`config.mk`:
```
export PLATFORM = sky130hd
export DESIGN_NAME = fifo_uart_tx
export DESIGN_NICKNAME = d
export VERILOG_FILES = /design/src/rtl/fifo_uart_pkg.sv /design/src/rtl/fifo_uart_tx_baud_tick_gen.sv /design/src/rtl/fifo_uart_tx.sv
export SDC_FILE = /design/constraint.sdc
export NUM_CORES = 1
export LEC_CHECK = 0
export ABC_AREA = 0
export CORE_ASPECT_RATIO = 0.5
export CORE_MARGIN = 2
export CORE_UTILIZATION = 30
export CTS_CLUSTER_SIZE = 20
export DETAILED_ROUTE_END_ITERATION = 10
export HOLD_SLACK_MARGIN = 0.06
export REMOVE_ABC_BUFFERS = 1
export SLEW_MARGIN = 20
export SYNTH_ARGS = -nofsm -noshare
export SYNTH_HDL_FRONTEND = slang
export SYNTH_SLANG_ARGS = --single-unit
```
`constraint.sdc`:
```
create_clock -name clk -period 3.4 [get_ports clk]
set_clock_uncertainty 0.2 [all_clocks]
set_input_delay 0.68 -clock clk [delete_from_list [all_inputs] [get_ports clk]]
set_output_delay 0.68 -clock clk [all_outputs]
set_load 0.1 [all_outputs]
```
`src/rtl/fifo_uart_pkg.sv`:
```
// Shared definitions for the FIFO-draining UART transmitter.
// FSM state codes, serial line bit levels and the frame-length helper.
// Imported by the transmitter top level.
package fifo_uart_pkg;

    // Raw 3-bit state codes, kept visible so waveforms can be decoded by hand
    localparam logic [2:0] ST_IDLE    = 3'd0;
    localparam logic [2:0] ST_REQ     = 3'd1;
    localparam logic [2:0] ST_WAIT    = 3'd2;
    localparam logic [2:0] ST_BACKOFF = 3'd3;
    localparam logic [2:0] ST_START   = 3'd4;
    localparam logic [2:0] ST_DATA    = 3'd5;
    localparam logic [2:0] ST_STOP    = 3'd6;

    typedef enum logic [2:0] {
        IDLE    = ST_IDLE,
        REQ     = ST_REQ,
        WAIT    = ST_WAIT,
        BACKOFF = ST_BACKOFF,
        START   = ST_START,
        DATA    = ST_DATA,
        STOP    = ST_STOP
    } state_t;

    // Line levels for the framing bits
    localparam logic START_BIT = 1'b0;
    localparam logic STOP_BIT  = 1'b1;

    // Serial bits per frame: start + data + stop
    function automatic int frame_bits(input int width);
        return width + 2;
    endfunction

endpackage

```
`src/rtl/fifo_uart_tx_baud_tick_gen.sv`:
```
// Baud divider: one-cycle tick on the last clk of every serial bit period.
// Latency: tick is combinational from the counter; count restarts the cycle after clr.
// No backpressure; clr restarts the bit period whenever the owner changes state.
module baud_tick_gen #(
    parameter int ClkPerBit = 16
) (
    input  logic clk,
    input  logic rst,
    input  logic clr,
    output logic tick
);
    localparam int CW = $clog2(ClkPerBit);
    localparam logic [CW-1:0] LAST = CW'(ClkPerBit - 1);

    logic [CW-1:0] cnt;

    assign tick = (cnt == LAST);

    // Count clk cycles within a bit, wrapping at the last cycle of the bit
    always_ff @(posedge clk) begin
        if (rst || clr) begin
            cnt <= '0;
        end else if (tick) begin
            cnt <= '0;
        end else begin
            cnt <= cnt + CW'(1);
        end
    end

endmodule

```
`src/rtl/fifo_uart_tx.sv`:
```
// Drains a FIFO with single read strobes and sends each word as a start/data(LSB first)/stop frame.
// Latency: fifo_r in cycle c -> start bit on tx in cycle c+2; frame is (Width+2)*ClkPerBit cycles.
// At most one read outstanding; empty reads back off PollGap cycles; en low lets the frame finish.
module fifo_uart_tx
    import fifo_uart_pkg::*;
#(
    parameter int Width     = 8,
    parameter int ClkPerBit = 16,
    parameter int PollGap   = 4
) (
    input  logic             clk,
    input  logic             rst,
    input  logic             en,
    input  logic [Width-1:0] fifo_data,
    input  logic             fifo_ef,
    output logic             fifo_r,
    output logic             tx,
    output logic             busy,
    output logic             frame_done
);
    localparam int BW = $clog2(Width + 1);
    localparam int GW = $clog2(PollGap + 1);
    localparam logic [BW-1:0] LAST_BIT = BW'(Width - 1);
    localparam logic [GW-1:0] LAST_GAP = GW'(PollGap - 1);

    state_t           state;
    state_t           state_nxt;
    logic [Width-1:0] shift;
    logic [Width-1:0] shift_nxt;
    logic [BW-1:0]    bit_cnt;
    logic [BW-1:0]    bit_cnt_nxt;
    logic [GW-1:0]    gap_cnt;
    logic [GW-1:0]    gap_cnt_nxt;
    logic             tick;
    logic             baud_clr;
    logic             tx_nxt;
    logic             fifo_r_nxt;
    logic             busy_nxt;
    logic             done_nxt;

    // Every state change starts a fresh bit period
    assign baud_clr = (state_nxt != state);

    baud_tick_gen #(
        .ClkPerBit(ClkPerBit)
    ) u_baud (
        .clk  (clk),
        .rst  (rst),
        .clr  (baud_clr),
        .tick (tick)
    );

    // Next-state, datapath updates and the next value of every registered output
    always_comb begin
        state_nxt   = state;
        shift_nxt   = shift;
        bit_cnt_nxt = bit_cnt;
        gap_cnt_nxt = gap_cnt;
        done_nxt    = 1'b0;

        unique case (state)
            IDLE: begin
                if (en) state_nxt = REQ;
            end
            REQ: begin
                state_nxt = WAIT;
            end
            WAIT: begin
                // FIFO answers in this cycle; data is only meaningful when not empty
                if (fifo_ef) begin
                    gap_cnt_nxt = '0;
                    state_nxt   = BACKOFF;
                end else begin
                    shift_nxt   = fifo_data;
                    bit_cnt_nxt = '0;
                    state_nxt   = START;
                end
            end
            BACKOFF: begin
                if (gap_cnt == LAST_GAP) begin
                    gap_cnt_nxt = '0;
                    state_nxt   = en ? REQ : IDLE;
                end else begin
                    gap_cnt_nxt = gap_cnt + GW'(1);
                end
            end
            START: begin
                if (tick) state_nxt = DATA;
            end
            DATA: begin
                if (tick) begin
                    shift_nxt = shift >> 1;
                    if (bit_cnt == LAST_BIT) begin
                        bit_cnt_nxt = '0;
                        state_nxt   = STOP;
                    end else begin
                        bit_cnt_nxt = bit_cnt + BW'(1);
                    end
                end
            end
            STOP: begin
                if (tick) begin
                    done_nxt  = 1'b1;
                    state_nxt = en ? REQ : IDLE;
                end
            end
            default: begin
                state_nxt = IDLE;
            end
        endcase

        // Outputs are registered, so they are decoded from where the FSM is going
        fifo_r_nxt = (state_nxt == REQ);
        busy_nxt   = (state_nxt == START) || (state_nxt == DATA) || (state_nxt == STOP);
        if (state_nxt == START) begin
            tx_nxt = START_BIT;
        end else if (state_nxt == DATA) begin
            tx_nxt = shift_nxt[0];
        end else begin
            tx_nxt = STOP_BIT;
        end
    end

    // State, datapath and output registers; reset aborts any frame in flight
    always_ff @(posedge clk) begin
        if (rst) begin
            state      <= IDLE;
            shift      <= '0;
            bit_cnt    <= '0;
            gap_cnt    <= '0;
            tx         <= STOP_BIT;
            fifo_r     <= 1'b0;
            busy       <= 1'b0;
            frame_done <= 1'b0;
        end else begin
            state      <= state_nxt;
            shift      <= shift_nxt;
            bit_cnt    <= bit_cnt_nxt;
            gap_cnt    <= gap_cnt_nxt;
            tx         <= tx_nxt;
            fifo_r     <= fifo_r_nxt;
            busy       <= busy_nxt;
            frame_done <= done_nxt;
        end
    end

endmodule

```
==> impl_metrics.csv, run 1 <==
group,metric,value,unit
run_status,outcome,"finished clean",
die,dieWidth,94.7,µm
final_layout,syn_to_final_growth,18.9,%
clocking,clk_path_buf_depth,2,
drt,drt_iter0_drc,70,
drt,vias,1030,
clocking,cts_hold_buf,0,
power_and_ir_drop,cellLeakagePower,0.534,nW
clocking,clk_latency,0.27,ns
synthesis,avgSynthCellArea,8.94,µm²
final_layout,diodes,0,
drt,routed_via_density,5.05,
synthesis,ys_types,38,
placed_design,gp_congestion,0.829,
final_layout,fin_nets,166,
worst_setup_path,cp.required,3.41,ns
sta,relSlewSlack,62.3,%
die,rows,16,
final_layout,fin_util,37.4,%
worst_setup_path,path_buf_inv,2,
worst_setup_path,critPathKind,"input port to flip-flop",
synthesis,synthArstFlopShare,0,%
sta,slew_viol_final,0,
clocking,post_cts.repair.setup_buffers,0,
placed_design,placed_area,1410,µm²
drt,drcViolationCount,0,
die,core-area,3920,µm²
sta,worstMarginPinSlew,0.565,ns
synthesis,seq_area_frac_synth,42.2,%
worst_hold_path,hold_depth,2,
grt,antenna_found_initial,0,
die,io_pins,16,
grt,grt_overflow,0,
worst_setup_path,reg2reg_from,"state[1]",
grt,grt_pass1_vias,960,
synthesis,syn_area,1230,µm²
clocking,numCtsBuffers,3,
die,dieHeight,49.3,µm
grt,grt_pass1_wl,4.43,mm
final_layout,fillers,432,
sta,finalSetupTns,0,ns
worst_setup_path,cpLargestDelayFamily,"simple AND/OR/NAND/NOR gates",
sta,fin_crit,2.42,ns
worst_setup_path,r2r_end,"bit_cnt[2]",
clocking,cts_sinks,26,
clocking,cts.clk_slew.worst_paths,0.09,ns
worst_setup_path,crit_arrival,2.43,ns
clocking,root_buffer,"clkbuf_8",
synthesis,ys_warn_count,0,
worst_setup_path,max_stage_delay,0.53,ns
clocking,cts_resized,0,
sta,rsz0062_at_grt,"no",
die,dieArea,4670,µm²
power_and_ir_drop,cellPowerDensity,535,nW/µm²
grt,grt_usage,12.1,%
sta,min_period_over_period,71.1,%
clocking,htree_levels,1,
worst_hold_path,hp-class,"flip-flop to flip-flop",
power_and_ir_drop,vdd_drop_max,0.198,mV
sta,hold_viol,0,
worst_setup_path,reg2reg_slack,1.23,ns
sta,fmaxAchievable,414,MHz
final_layout,drive_above_1_share,8.00,%
worst_hold_path,min-delay-start,"shift[1]",
synthesis,ys_seq_elements,26,
placed_design,port_buffers,15,
clocking,cts_tree,"yes",
grt,grt_max_degree,17,
final_layout,design_area,1470,µm²
worst_setup_path,cp_slowest_cell,"or4b_1",
synthesis,ys.flop_type,"dfxtp_1",
worst_setup_path,start_kind,"input port",
flow_run,cap_violations,0,
drt,totalWireLength,2.53,mm
worst_setup_path,end_kind,"flip-flop",
worst_setup_path,crit_chain,"clkdlybuf4s50_1, nor4b_4, buf_4, a21oi_2, or4b_1, a21oi_1",
sta,finalSetupViolations,0,
drt,final_antenna_net_count,0,
placed_design,dpl.hpwl,1.81,mm
worst_setup_path,crit_fanout,13,
worst_setup_path,cp_num_cells,6,
drt,first_pass_iters,5,
synthesis,synth_edf_count,0,
drt,wl_per_cell,12.4,µm
worst_setup_path,rr_worst_depth,5,
die,initial_utilization,31.4,%
worst_hold_path,min_to,"shift[1]",
synthesis,syn_inst,138,
[registers in the layout (all words and copies together) (netlist names)]
| register | cells |
|---|---|
| fifo_r | 1 |
| u_baud.cnt | 4 |
| frame_done | 1 |
| shift | 8 |
| state | 3 |
| gap_cnt | 3 |
| bit_cnt | 4 |
| busy | 1 |
| tx | 1 |
[cells in the mapped netlist (2+ instances only)]
cell | instances | share of area, %
dfxtp_1 | 26 | 42
nor2_1 | 12 | 3.7
a21oi_1 | 11 | 4.5
nand2_1 | 10 | 3.0
a22oi_1 | 8 | 4.9
nor3_1 | 7 | 2.8
buf_2 | 6 | 2.4
nor2b_1 | 5 | 2.5
and3_1 | 4 | 2.0
nand2b_1 | 4 | 2.0
and3b_1 | 3 | 2.1
ha_1 | 3 | 3.0
mux2i_1 | 3 | 2.4
nand3_1 | 3 | 1.2
a211oi_1 | 2 | 1.2
a32o_1 | 2 | 1.6
clkbuf_1 | 2 | 0.61
inv_1 | 2 | 0.61
nand3b_1 | 2 | 1.2
nor3b_1 | 2 | 1.2
o21ai_0 | 2 | 0.81
o21ai_1 | 2 | 0.81
xnor2_1 | 2 | 1.4
[cell usage in the layout (no fill, tap or decap), types with 2 or more instances in the layout]
| cell type | synthesis | layout |
|---|---|---|
| a211oi_1 | 2 | 2 |
| a21oi_1 | 11 | 11 |
| a22oi_1 | 8 | 8 |
| a32o_1 | 2 | 2 |
| and3_1 | 4 | 4 |
| and3b_1 | 3 | 3 |
| buf_4 | 1 | 6 |
| clkbuf_8 | 0 | 4 |
| clkdlybuf4s50_1 | 0 | 11 |
| dfxtp_1 | 26 | 26 |
| ha_1 | 3 | 3 |
| inv_1 | 2 | 2 |
| mux2i_1 | 3 | 3 |
| nand2_1 | 10 | 10 |
| nand2b_1 | 4 | 4 |
| nand3_1 | 3 | 3 |
| nand3b_1 | 2 | 2 |
| nor2_1 | 12 | 12 |
| nor2b_1 | 5 | 5 |
| nor3_1 | 7 | 7 |
| nor3b_1 | 2 | 2 |
| o21ai_0 | 2 | 2 |
| o21ai_1 | 2 | 2 |
| xnor2_1 | 2 | 2 |
[worst max path at each step]
| stage | end | start | slack (ns) |
|---|---|---|---|
| after global routing | bit_cnt[2] | fifo_ef | 0.86 |
| after floorplan | bit_cnt[3] | fifo_ef | 1.21 |
| after global placement | bit_cnt[3] | fifo_ef | 0.73 |
| after detailed placement | bit_cnt[2] | fifo_ef | 0.67 |
| final | bit_cnt[2] | fifo_ef | 0.98 |
| after CTS | bit_cnt[2] | fifo_ef | 0.98 |
[power by group]
part / switching, mW / internal (mW) / leakage, nW
Sequential: 0.0389 / 0.332 / 0.211
Clock: 0.0953 / 0.104 / 0.0288
Combinational: 0.137 / 0.0782 / 0.295
Total: 0.271 / 0.513 / 0.534
[through the flow]
step / total power, mW / hold slack, ns / setup WS [ns] / std cells
4_1_cts: 0.791 / 0.264 / 0.978 / 204
5_1_grt: 0.831 / 0.283 / 0.864 / 204
6_report: 0.785 / 0.263 / 0.984 / 204
2_1_floorplan: 0.530 / 0.231 / 1.21 / 129
3_5_place_dp: 0.593 / 0.252 / 0.673 / 200
3_3_place_gp: 0.591 / 0.249 / 0.729 / 200
[layout make-up]
type                            count  area (µm²)  area share (%)
Multi-Input combinational cell    101         661            45.1
Sequential cell                    26         520            35.5
Timing Repair Buffer               17         155            10.6
Tap cell                           54        67.6            4.61
Clock buffer                        4        55.1            3.75
Inverter                            2        7.51           0.512
[worst reg2reg max path: cells and delay by family (launching register included)]
kind | cells | cell delay (ns)
DFF | 1 | 0.62
and+or+nand+nor | 2 | 0.80
AOI/OAI and AO/OA | 2 | 0.26
buffers and inverters | 1 | 0.22
[logic make-up (layout without fill, tap and decap cells)]
family                     count (synthesis)  count (layout)  share of synthesized area, %
DFF                                       26              26                          42.2
muxes                                      3               3                          2.43
AOI/OAI and AO/OA                         33              33                          18.3
xor gates and xnor gates                   3               3                          2.13
adders and majority gates                  3               3                          3.04
buffers and inverters                     11              23                          4.26
and+or+nand+nor                           59              59                          27.7
[metal layers]
metal | wire [µm] | vias up | global-route usage (%)
met5 | 0 | - | 0
met4 | 11 | 0 | 3.62
met3 | 98 | 3 | 3.71
met2 | 1110 | 18 | 18.4
met1 | 1300 | 485 | 16.5
li1 | - | 524 | -
Note: power is estimated with default switching activity, not from simulation.
==> inputs of run 2 (changes only) <==
Clock period 3.4 ns to 2.3 ns, I/O delays scaled along.
==> run 2 against run 1 <==
  * Combinational power increased by 60%
  * Non-clock buffer count increased by 4
  * Wire length decreased by 0.99%
  * Critical path type is now flip-flop to flip-flop
  * Largest power group unchanged
  * Worst setup slack got worse by 0.64 ns
  * Sequential power increased by 45%
==> impl_metrics.csv, run 2 (synthesis results as in run 1) <==
group,metric,value,unit
run_status,outcome,"finished clean",
grt,grt_usage,11.9,%
worst_setup_path,reg2reg_slack,0.35,ns
worst_setup_path,crit_fanout,6,
clocking,cts_tree,"yes",
worst_hold_path,min-delay-start,"shift[5]",
final_layout,reg_top3,"shift (8), bit_cnt (4), u_baud.cnt (4)",
die,dieHeight,49.3,µm
worst_setup_path,cp.required,2.24,ns
worst_setup_path,start_kind,"flip-flop",
sta,fmaxAchievable,512,MHz
sta,relSlewSlack,66.1,%
clocking,post_cts.repair.setup_buffers,0,
sta,rsz0062_at_grt,"no",
drt,totalWireLength,2.50,mm
worst_setup_path,r2r_end,"u_baud.cnt[3]",
grt,grt_overflow,0,
die,initial_utilization,31.4,%
die,dieWidth,94.7,µm
final_layout,regMostFlops,"shift",
clocking,cts_sinks,26,
final_layout,diodes,0,
clocking,numCtsBuffers,3,
grt,grt_max_degree,15,
clocking,htree_levels,1,
clocking,cts_hold_buf,0,
drt,wl_per_cell,12.0,µm
grt,grt_pass1_wl,4.35,mm
placed_design,gp_congestion,0.794,
final_layout,fin_util,38.1,%
worst_setup_path,cp_slowest_cell,"nor3_1",
drt,final_antenna_net_count,0,
placed_design,port_buffers,15,
worst_setup_path,cp_num_cells,5,
sta,fin_crit,1.95,ns
sta,finalSetupTns,0,ns
die,dieArea,4670,µm²
power_and_ir_drop,vdd_drop_max,0.249,mV
die,rows,16,
worst_setup_path,cpLargestDelayFamily,"simple AND/OR/NAND/NOR gates",
worst_hold_path,hold_depth,2,
worst_setup_path,critPathKind,"flip-flop to flip-flop",
die,core-area,3920,µm²
sta,hold_viol,0,
sta,min_period_over_period,85.0,%
worst_setup_path,end_kind,"flip-flop",
sta,setup_slack,0.345,ns
final_layout,syn_to_final_growth,21.3,%
placed_design,post-place-ws,0.0600,ns
final_layout,final_common_cell,"dfxtp_1",
worst_setup_path,rr_worst_depth,5,
final_layout,most-common-layout-cells,"dfxtp_1 (26), nor2_1 (12), a21oi_1 (11), clkdlybuf4s50_1 (11)",
flow_run,cap_violations,0,
final_layout,drive_above_1_share,10.4,%
drt,drt_iter0_drc,74,
placed_design,dpl.hpwl,1.84,mm
clocking,cts.clk_slew.worst_paths,0.09,ns
final_layout,fin_nets,170,
clocking,root_buffer,"clkbuf_8",
final_layout,design_area,1500,µm²
worst_setup_path,crit_arrival,1.89,ns
worst_hold_path,hp-class,"flip-flop to flip-flop",
worst_hold_path,min_to,"shift[5]",
worst_setup_path,crit_chain,"ha_1, and3_1, a211oi_1, nor3_1, nor3_1",
clocking,clk_latency,0.27,ns
die,io_pins,16,
drt,drcViolationCount,0,
worst_setup_path,max_stage_delay,0.47,ns
clocking,clk_path_buf_depth,2,
power_and_ir_drop,cellPowerDensity,784,nW/µm²
drt,vias,1022,
final_layout,largest_register_ffs,8,
sta,worstMarginPinSlew,0.504,ns
worst_setup_path,reg2reg_from,"u_baud.cnt[0]",
worst_setup_path,crit_top_cell,"nor3_1",
sta,slew_viol_final,0,
sta,finalSetupViolations,0,
drt,first_pass_iters,4,
placed_design,placed_area,1440,µm²
clocking,cts_resized,0,
drt,routed_via_density,4.91,
grt,antenna_found_initial,0,
grt,grt_pass1_vias,947,
power_and_ir_drop,cellLeakagePower,0.554,nW
worst_setup_path,path_buf_inv,0,
==> run 2: cell count changes in the layout (fill, tap and decap cells not counted), sizes merged <==
| cell | before | now |
|---|---|---|
| buf | 6 | 10 |
==> run 2: worst register-to-register path, cell delays in order, from the launching register on <==
cell      delay [ns]
dfxtp_1         0.36
ha_1            0.21
and3_1          0.32
a211oi_1        0.13
nor3_1          0.47
nor3_1          0.13
==> run 2: power breakdown <==
part | internal (mW) | switching [mW] | total, mW
clock network | 0.153 | 0.141 | 0.294
registers | 0.490 | 0.0466 | 0.537
logic | 0.127 | 0.215 | 0.343
total | 0.771 | 0.403 | 1.17
==> run 2: routing by layer <==
metal  wire length, µm  track usage, %  vias to the layer above
li1                  -               -                      532
met1              1270            16.7                      474
met2              1120            17.4                       14
met3               100            3.71                        2
met4                12            3.62                        0
met5                 0               0                        -
==> run 2: area by class of cell <==
cell class                      instances  area [µm²]
Clock buffer                            4        55.1
Fill cell                             407        2430
Inverter                                2        7.51
Multi-Input combinational cell        101         661
Sequential cell                        26         520
Tap cell                               54        67.6
Timing Repair Buffer                   21         185
==> run 2: per-stage QoR <==
stage | hold slack (ns) | power, mW | instances
floorplan | 0.231 | 0.784 | 129
global placement | 0.244 | 0.888 | 204
detailed placement | 0.251 | 0.889 | 204
CTS | 0.264 | 1.18 | 208
global route | 0.282 | 1.24 | 208
finish | 0.262 | 1.17 | 208
==> run 2: how the worst max path moves through the flow <==
stage / from / end / slack, ns
finish: u_baud.cnt[0] / u_baud.cnt[3] / 0.35
global route: u_baud.cnt[0] / u_baud.cnt[3] / 0.24
CTS: fifo_ef / bit_cnt[2] / 0.35
global placement: fifo_ef / bit_cnt[3] / 0.10
floorplan: state[0] / bit_cnt[3] / 0.26
detailed placement: fifo_ef / bit_cnt[2] / 0.06
